`config.mk`:
```
export PLATFORM = sky130hd
export DESIGN_NAME = pipeline_stall_ctrl
export DESIGN_NICKNAME = d
export VERILOG_FILES = /design/src/rtl/pipeline_stall_ctrl.sv
export SDC_FILE = /design/constraint.sdc
export NUM_CORES = 1
export LEC_CHECK = 0
export BUFFER_PORTS_ARGS = -buffer_cell sky130_fd_sc_hd__buf_4
export CELL_PAD_IN_SITES_DETAIL_PLACEMENT = 0
export CELL_PAD_IN_SITES_GLOBAL_PLACEMENT = 1
export CORE_MARGIN = 2
export CORE_UTILIZATION = 36
export DETAILED_ROUTE_END_ITERATION = 12
export PLACE_DENSITY_LB_ADDON = 0.1
export REMOVE_ABC_BUFFERS = 1
export SYNTH_ARGS = -nofsm -noshare
export SYNTH_HDL_FRONTEND = slang
export SYNTH_SLANG_ARGS = --single-unit
```
`constraint.sdc`:
```
create_clock -name clk -period 2.3 [get_ports clk]
set_clock_uncertainty 0.05 [all_clocks]
set_input_delay 0.345 -clock clk [delete_from_list [all_inputs] [get_ports clk]]
set_output_delay 0.345 -clock clk [all_outputs]
set_load 0.05 [all_outputs]
```
`src/rtl/pipeline_stall_ctrl.sv`:
```
// Hazard and stall controller for a 5-stage pipeline: drives the pipeline-register enables and flushes,
// holds the pipeline during data-memory wait states and traps memory timeouts.
module pipeline_stall_ctrl #(
  parameter int REG_W       = 5,
  parameter int CNT_W       = 16,
  parameter int MEM_TIMEOUT = 16
) (
  input  logic             clk,
  input  logic             arst_n,
  input  logic [REG_W-1:0] id_rs1,
  input  logic [REG_W-1:0] id_rs2,
  input  logic             id_use_rs1,
  input  logic             id_use_rs2,
  input  logic             ex_memread,
  input  logic [REG_W-1:0] ex_rd,
  input  logic             mem_br_taken,
  input  logic             mem_req,
  input  logic             mem_ready,
  output logic             pc_en,
  output logic             if_id_en,
  output logic             id_ex_en,
  output logic             ex_mem_en,
  output logic             mem_wb_en,
  output logic             if_id_flush,
  output logic             id_ex_flush,
  output logic             ex_mem_flush,
  output logic [CNT_W-1:0] stall_cnt,
  output logic             mem_err
);

  localparam int                 WAIT_W    = $clog2(MEM_TIMEOUT);
  localparam logic [WAIT_W-1:0]  WAIT_LAST = WAIT_W'(MEM_TIMEOUT - 1);
  localparam logic [WAIT_W-1:0]  WAIT_ONE  = WAIT_W'(1);
  localparam logic [CNT_W-1:0]   CNT_MAX   = {CNT_W{1'b1}};

  typedef enum logic [1:0] {
    ST_RUN      = 2'd0,
    ST_MEM_WAIT = 2'd1,
    ST_ERROR    = 2'd2
  } state_t;

  state_t             state_q, state_d;
  logic [WAIT_W-1:0]  wait_cnt_q, wait_cnt_d;
  logic [CNT_W-1:0]   stall_cnt_q, stall_cnt_d;
  logic               mem_err_q, mem_err_d;
  logic [4:0]         en_s;     // {pc, if_id, id_ex, ex_mem, mem_wb}
  logic [2:0]         flush_s;  // {if_id, id_ex, ex_mem}
  logic               load_use_s;

  // Load in EX whose destination is read by the instruction in ID (x0 never hazards)
  always_comb begin
    load_use_s = ex_memread && (ex_rd != {REG_W{1'b0}}) &&
                 ((id_use_rs1 && (id_rs1 == ex_rd)) || (id_use_rs2 && (id_rs2 == ex_rd)));
  end

  // Next-state and Mealy enable/flush decode
  always_comb begin
    state_d    = state_q;
    wait_cnt_d = wait_cnt_q;
    en_s       = 5'b00000;
    flush_s    = 3'b000;
    case (state_q)
      ST_RUN: begin
        if (mem_req && !mem_ready) begin
          state_d    = ST_MEM_WAIT;
          wait_cnt_d = WAIT_ONE;
        end else if (mem_br_taken) begin
          en_s    = 5'b11111;
          flush_s = 3'b111;
        end else if (load_use_s) begin
          en_s    = 5'b00111;
          flush_s = 3'b010;
        end else begin
          en_s    = 5'b11111;
        end
      end
      ST_MEM_WAIT: begin
        if (mem_ready) begin
          en_s       = 5'b11111;
          state_d    = ST_RUN;
          wait_cnt_d = {WAIT_W{1'b0}};
        end else if (wait_cnt_q == WAIT_LAST) begin
          state_d    = ST_ERROR;
        end else begin
          wait_cnt_d = wait_cnt_q + WAIT_ONE;
        end
      end
      ST_ERROR: begin
        state_d = ST_ERROR;
      end
      default: begin
        state_d    = ST_RUN;
        wait_cnt_d = {WAIT_W{1'b0}};
      end
    endcase
  end

  // Stall counter saturation and sticky timeout flag
  always_comb begin
    if (!en_s[4] && (stall_cnt_q != CNT_MAX)) begin
      stall_cnt_d = stall_cnt_q + {{(CNT_W-1){1'b0}}, 1'b1};
    end else begin
      stall_cnt_d = stall_cnt_q;
    end
    mem_err_d = mem_err_q || (state_d == ST_ERROR);
  end

  // State and counter registers
  always_ff @(posedge clk or negedge arst_n) begin
    if (!arst_n) begin
      state_q     <= ST_RUN;
      wait_cnt_q  <= {WAIT_W{1'b0}};
      stall_cnt_q <= {CNT_W{1'b0}};
      mem_err_q   <= 1'b0;
    end else begin
      state_q     <= state_d;
      wait_cnt_q  <= wait_cnt_d;
      stall_cnt_q <= stall_cnt_d;
      mem_err_q   <= mem_err_d;
    end
  end

  // Controls are forced low for as long as reset is held
  always_comb begin
    if (arst_n) begin
      {pc_en, if_id_en, id_ex_en, ex_mem_en, mem_wb_en} = en_s;
      {if_id_flush, id_ex_flush, ex_mem_flush}          = flush_s;
    end else begin
      {pc_en, if_id_en, id_ex_en, ex_mem_en, mem_wb_en} = 5'b00000;
      {if_id_flush, id_ex_flush, ex_mem_flush}          = 3'b000;
    end
    stall_cnt = stall_cnt_q;
    mem_err   = mem_err_q;
  end

endmodule

```
==> results of run 1 <==
[logic make-up (layout without fill, tap and decap cells)]
family                   after synthesis  after routing
AO/OA/AOI/OAI                         17             17
buffers and inverters                 12             58
multiplexers                           1              1
flip-flops                            23             23
adder cells (fa/ha/maj)                2              2
XOR/XNOR                              25             25
AND/OR/NAND/NOR                       60             60
[path summary, 6_finish.rpt]
check	from	end	slack (ps)	cells past startpoint
hold reg to reg	mem_err	mem_err	430	1
setup reg to reg	stall_cnt[0]	stall_cnt[14]	310	7
setup / recovery	state_q[0]	if_id_en	130	5
max in group asynchronous	arst_n	stall_cnt[2]	1380	3
min in group clk	mem_ready	state_q[1]	380	3
hold / removal	arst_n	state_q[0]	380	2
[per-stage QoR]
step	TNS [ps]	hold slack, ps	util (%)	std cells
after floorplan	-5350	-0.591	-	131
after CTS	0	371	49.2	234
after global routing	0	389	49.4	234
after global placement	0	111	47.6	229
after detailed placement	0	112	47.6	229
final	0	379	49.4	234
[registers in the layout (all words and copies together), names as in the netlist]
name        count
wait_cnt_q      4
stall_cnt      16
state_q         2
mem_err         1
[power breakdown]
group	switching, mW	internal [mW]
sequential	0.0879	0.484
clock	0.127	0.121
combinational	0.437	0.222
[layer usage]
metal,track usage [%],part of all wire (%),up-vias
met4,4.69,0.77,0
met1,18.8,46,547
li1,-,-,570
met2,26.9,49,29
met3,2.78,4.5,2
met5,0,0,-
[what timing repair did]
action	4_1_cts	5_1_grt
setup endpoints to repair	2	2
hold endpoints to repair	4	0
setup buffers	0	0
gates resized for setup	1	2
hold buffers	1	0
cloned	0	0
[cell type report]
| type | instances | area [um2] |
|---|---|---|
| fill | 356 | 1820 |
| clock inverter | 1 | 5.00 |
| clock buffer | 3 | 41.3 |
| sequential | 23 | 576 |
| inverter | 3 | 11.3 |
| multi-input combinational | 105 | 703 |
| timing repair buffer | 51 | 385 |
| tap | 48 | 60.1 |
[cell usage in the layout, fill, tap and decap left out]
cell type and instances:
buf_4 50, dfrtp_1 23, xor2_1 21, nor2_1 12, nand3_1 11, nand2_1 9
and3_1 6, o21ai_0 6, or2_2 4, xnor2_1 4, nor3_1 4, inv_1 3
nand4_1 3, clkbuf_8 3, nor4_1 2, and2_1 2, and4_1 2, ha_1 2
o22ai_1 1, a211oi_1 1, and2_0 1, a32oi_1 1, or4_1 1, o21a_1 1
nor2b_1 1, o211a_1 1, a21oi_2 1, a31oi_1 1, a21boi_2 1, o211ai_2 1
o22a_4 1, nand2b_1 1, mux2_2 1, a21oi_1 1, nor4_2 1, clkinv_2 1
dlygate4sd3_1 1
==> flow_summary_export.csv, run 1 <==
group,metric,value,unit
outcome,status,"completed",
sta,layout_min_cycle_time,2170,ps
synthesis,ys_types,36,
placed_design,dpl_cell_area,1720,um2
drt,dr.pass1.iters,4,
synthesis,synth_warnings,0,
synthesis,synth_top_family_by_area,"simple AND/OR/NAND/NOR gates",
worst_setup_path,required,1900,ps
floorplanning,die_area,4230,um2
drt,vias,1148,
sta,setup_viol,0,
synthesis,ys_ff_latch,23,
placed_design,gp_congestion,0.795,
clock_tree,root_buffer,"clkbuf_8",
synthesis,yosysTopAreaCell,"dfrtp_1",
worst_setup_path,critPathSlowestCell,"dfrtp_1",
floorplanning,die_h,65.0,um
sta,drv_slew,0,
sta,worst_pin_slew,348,ps
synthesis,yosysTopAreaCellShare,43.0,%
sta,maxSlewHeadroom,76.7,%
worst_setup_path,worstSetupEndpointType,"output port",
synthesis,syn_avg_cell_area,9.57,um2
worst_setup_path,path_delay_family,"simple AND/OR/NAND/NOR gates",
sta,period_share,94.2,%
floorplanning,core_area,3610,um2
sta,rsz0062_at_grt,"false",
cells_and_area,num_antenna_cells,0,
synthesis,synth.most_common_cell,"dfrtp_1",
cells_and_area,final_area,1780,um2
pwr,vdd_drop_max,0.797,mV
sta,worst_slack,133,ps
run,max-cap-violations,0,
synthesis,synth-edff-count,0,
synthesis,synth_ff_type,"dfrtp_1",
placed_design,dp_slack,65.8,ps
drt,drt_iter0_markers,40,
hold_path,hp-class,"input pin to asynchronous set/reset pin",
clock_tree,numCtsBuffers,3,
clock_tree,path_clk_slew,80,ps
synthesis,yosys-mux-area-fraction,0.840,%
worst_setup_path,crit_type,"flop to output port",
synthesis,yosysSeqAreaShare,43.0,%
synthesis,synth_area,1340,um2
synthesis,syn_inst,140,
clock_tree,cts_htree_levels,1,
synthesis,synth-compound-area-share,9.24,%
synthesis,synthTopCellsByArea,"dfrtp_1 43%, xor2_1 14%, nand3_1 4.1%",
pwr,p_per_area,830,nW/um2
pwr,leakage,0.886,nW
drt,drc_errors,0,
clock_tree,clock_latency,260,ps
worst_setup_path,path_cells,"or2_2 > a21oi_2 > and2_1 > a21boi_2 > buf_4",
clock_tree,clock-sinks,23,
worst_setup_path,worstPathMaxFanout,4,
grt,grt_pass1_vias,1119,
sta,fmax,0.461,GHz
grt,grt_first_pass_wirelength,5.06,mm
synthesis,synth_simple_gate_area_share,23.6,%
worst_setup_path,worst_path_largest_cell_delay,380,ps
placed_design,port_buffers,47,
synthesis,synth_common_cells,"23 x dfrtp_1, 21 x xor2_1, 12 x nor2_1",
drt,routed_wl,2.99,mm
synthesis,ys_async_sr_fraction,100,%
cells_and_area,fin_nets,212,
grt,antenna_found_initial,0,
floorplanning,rows,22,
floorplanning,start_util,37.2,%
drt,ant_nets,0,
worst_setup_path,arrival,1770,ps
clock_tree,cts_buffer_depth,2,
floorplanning,io_pins,48,
cells_and_area,drive_gt1_share,34.4,%
drt,routedWlPerCell,12.8,um
clock_tree,cts_tree,"yes",
pwr,finalPower,1.48,mW
worst_setup_path,crit_buf_inv,1,
sta,hold_viol,0,
placed_design,dp_hpwl,2.27,mm
worst_setup_path,critPathLaunchType,"flop",
drt,vias_per_cell,4.91,
floorplanning,fp.dieW,65.0,um
grt,grt_usage,15.2,%
grt,grt-ovfl-total,0,
cells_and_area,syn_to_final_growth,33.0,%
synthesis,synth-adder-area-share,1.87,%
synthesis,synthXorXnorAreaFrac,16.3,%
grt,grt_max_degree,20,
Note: power is estimated with default switching activity, not from simulation.
==> run 2, diff against run 1 <==
Settings changed: CORE_UTILIZATION 36 to 39.
Clock period 2.3 ns to 2.81 ns, I/O delays scaled along.
==> run 2 against run 1 <==
Compared with the run above: sequential cell count is the same; cell area shrank 2.9%; worst hold slack gained 11 ps; sequential power shrank 15%; core utilization grew 2.9 points; die area shrank 7.2%; combinational power shrank 23%; critical path depth is the same; setup slack gained 95 ps; largest power group unchanged; highest routed layer unchanged.
==> flow_summary_export.csv, run 2 (same netlist as run 1, synthesis figures left out) <==
group,metric,value,unit
drt,met1_length,1.33,mm
worst_setup_path,required,2340,ps
clock_tree,cts_tree,"yes",
sta,setup_viol,0,
cells_and_area,syn_to_final_growth,29.1,%
pwr,vdd_drop_max,0.579,mV
placed_design,gp_congestion,0.776,
floorplanning,start_util,40.5,%
sta,fmax,0.387,GHz
sta,hold_viol,0,
sta,rsz0062_at_grt,"false",
drt,ant_nets,0,
drt,met2_wirelength,1.50,mm
outcome,status,"completed",
drt,vias,1143,
sta,drv_slew,0,
hold_path,worstHoldStart,"mem_ready",
floorplanning,rows,21,
drt,vias_per_cell,4.99,
clock_tree,path_clk_slew,130,ps
clock_tree,cts_resized,0,
placed_design,dp_slack,452,ps
cells_and_area,final_common_cell,"buf_4",
grt,grt_first_pass_wirelength,5.29,mm
cells_and_area,mostFrequentLayoutCells,"47 x buf_4, 23 x dfrtp_1, 21 x xor2_1",
floorplanning,die_h,62.6,um
grt,grt_pass1_vias,1161,
grt,grt-ovfl-total,0,
grt,grt_usage,16.5,%
worst_setup_path,worstSetupEndpointType,"output port",
cells_and_area,postLayoutCoreUtil,52.3,%
clock_tree,clock_latency,310,ps
placed_design,port_buffers,47,
cells_and_area,drive_gt1_share,32.2,%
sta,period_share,91.9,%
sta,worst_pin_slew,345,ps
grt,antenna_found_initial,0,
grt,grt_max_degree,27,
cells_and_area,stdcell_count,229,
clock_tree,cts_buffer_depth,2,
clock_tree,cts_htree_levels,1,
pwr,p_per_area,664,nW/um2
pwr,leakage,0.862,nW
floorplanning,die_area,3920,um2
sta,layout_min_cycle_time,2580,ps
sta,worst_slack,228,ps
hold_path,whs_endpoint,"wait_cnt_q[0]",
drt,drt_iter0_markers,40,
worst_setup_path,worstPathMaxFanout,9,
hold_path,hp-class,"input pin to flop",
placed_design,place_inst,224,
hold_path,whs_path_depth,4,
drt,routedWlPerCell,13.0,um
worst_setup_path,critPathLaunchType,"flop",
floorplanning,fp.dieW,62.6,um
clock_tree,root_buffer,"clkbuf_4",
worst_setup_path,crit_type,"flop to output port",
sta,maxSlewHeadroom,77.0,%
cells_and_area,num_antenna_cells,0,
drt,routed_wl,2.97,mm
drt,top_layer_used,"met4",
cells_and_area,largest_register_ffs,16,
worst_setup_path,arrival,2110,ps
run,max-cap-violations,0,
sta,tns,0,ps
floorplanning,io_pins,48,
clock_tree,clock-sinks,23,
worst_setup_path,regToRegEndpoint,"stall_cnt[14]",
worst_setup_path,r2r-start,"stall_cnt[0]",
drt,drc_errors,0,
worst_setup_path,rrSetupSlack,820,ps
sta,holdWs,391,ps
cells_and_area,fin_nets,209,
clock_tree,post-cts-setup-buffers,0,
clock_tree,numCtsBuffers,3,
floorplanning,core_area,3310,um2
drt,wl_met3,119,um
drt,dr.pass1.iters,4,
worst_setup_path,reg2reg_depth,7,
placed_design,dp_hpwl,2.25,mm
-- run 2: cell count changes in the layout (fill, tap and decap cells not counted), sizes merged --
cell	change
buf	-3
-- run 2: final cells by class --
| type | instances | area [um2] |
|---|---|---|
| clock buffer | 3 | 22.5 |
| clock inverter | 1 | 5.00 |
| fill | 323 | 1580 |
| inverter | 3 | 11.3 |
| multi-input combinational | 105 | 696 |
| sequential | 23 | 576 |
| tap | 46 | 57.6 |
| timing repair buffer | 48 | 363 |
-- run 2: report_power, final --
group	internal, mW	switching, mW	leakage, nW
registers	0.395	0.0928	0.285
logic	0.172	0.335	0.560
clock network	0.0531	0.100	0.0177
total	0.620	0.528	0.862
-- run 2: worst max path at each step --
stage,start,endpoint,cells past startpoint
finish,state_q[0],if_id_en,5
global route,state_q[0],if_id_en,5
CTS,state_q[0],if_id_en,5
detailed placement,ex_rd[1],if_id_en,6
global placement,ex_rd[1],pc_en,6
floorplan,state_q[0],if_id_en,4
-- run 2: repair_timing --
| action | 4_1_cts | 5_1_grt |
|---|---|---|
| hold buffers | 1 | 0 |
| endpoints found under the setup margin | 0 | 0 |
| hold endpoints to repair | 23 | 0 |
-- run 2: per-layer routing --
layer | up-vias | global-route usage, %
met5 | - | 0
li1 | 570 | -
met1 | 549 | 21.0
met3 | 2 | 3.24
met2 | 22 | 28.6
met4 | 0 | 4.17
-- run 2: worst max-delay path, cell delays in order (launching register included) --
cell      delay, ps
dfrtp_1         490
or2_2           340
a21oi_1         240
and2_1          220
a21boi_0        260
buf_4           250
-- run 2: metrics by stage --
stage	area, um2	total power [mW]
6_report	1730	1.15
5_1_grt	1730	1.23
4_1_cts	1730	1.17
3_5_place_dp	1690	1.00
3_3_place_gp	1690	0.996
2_1_floorplan	1280	0.818
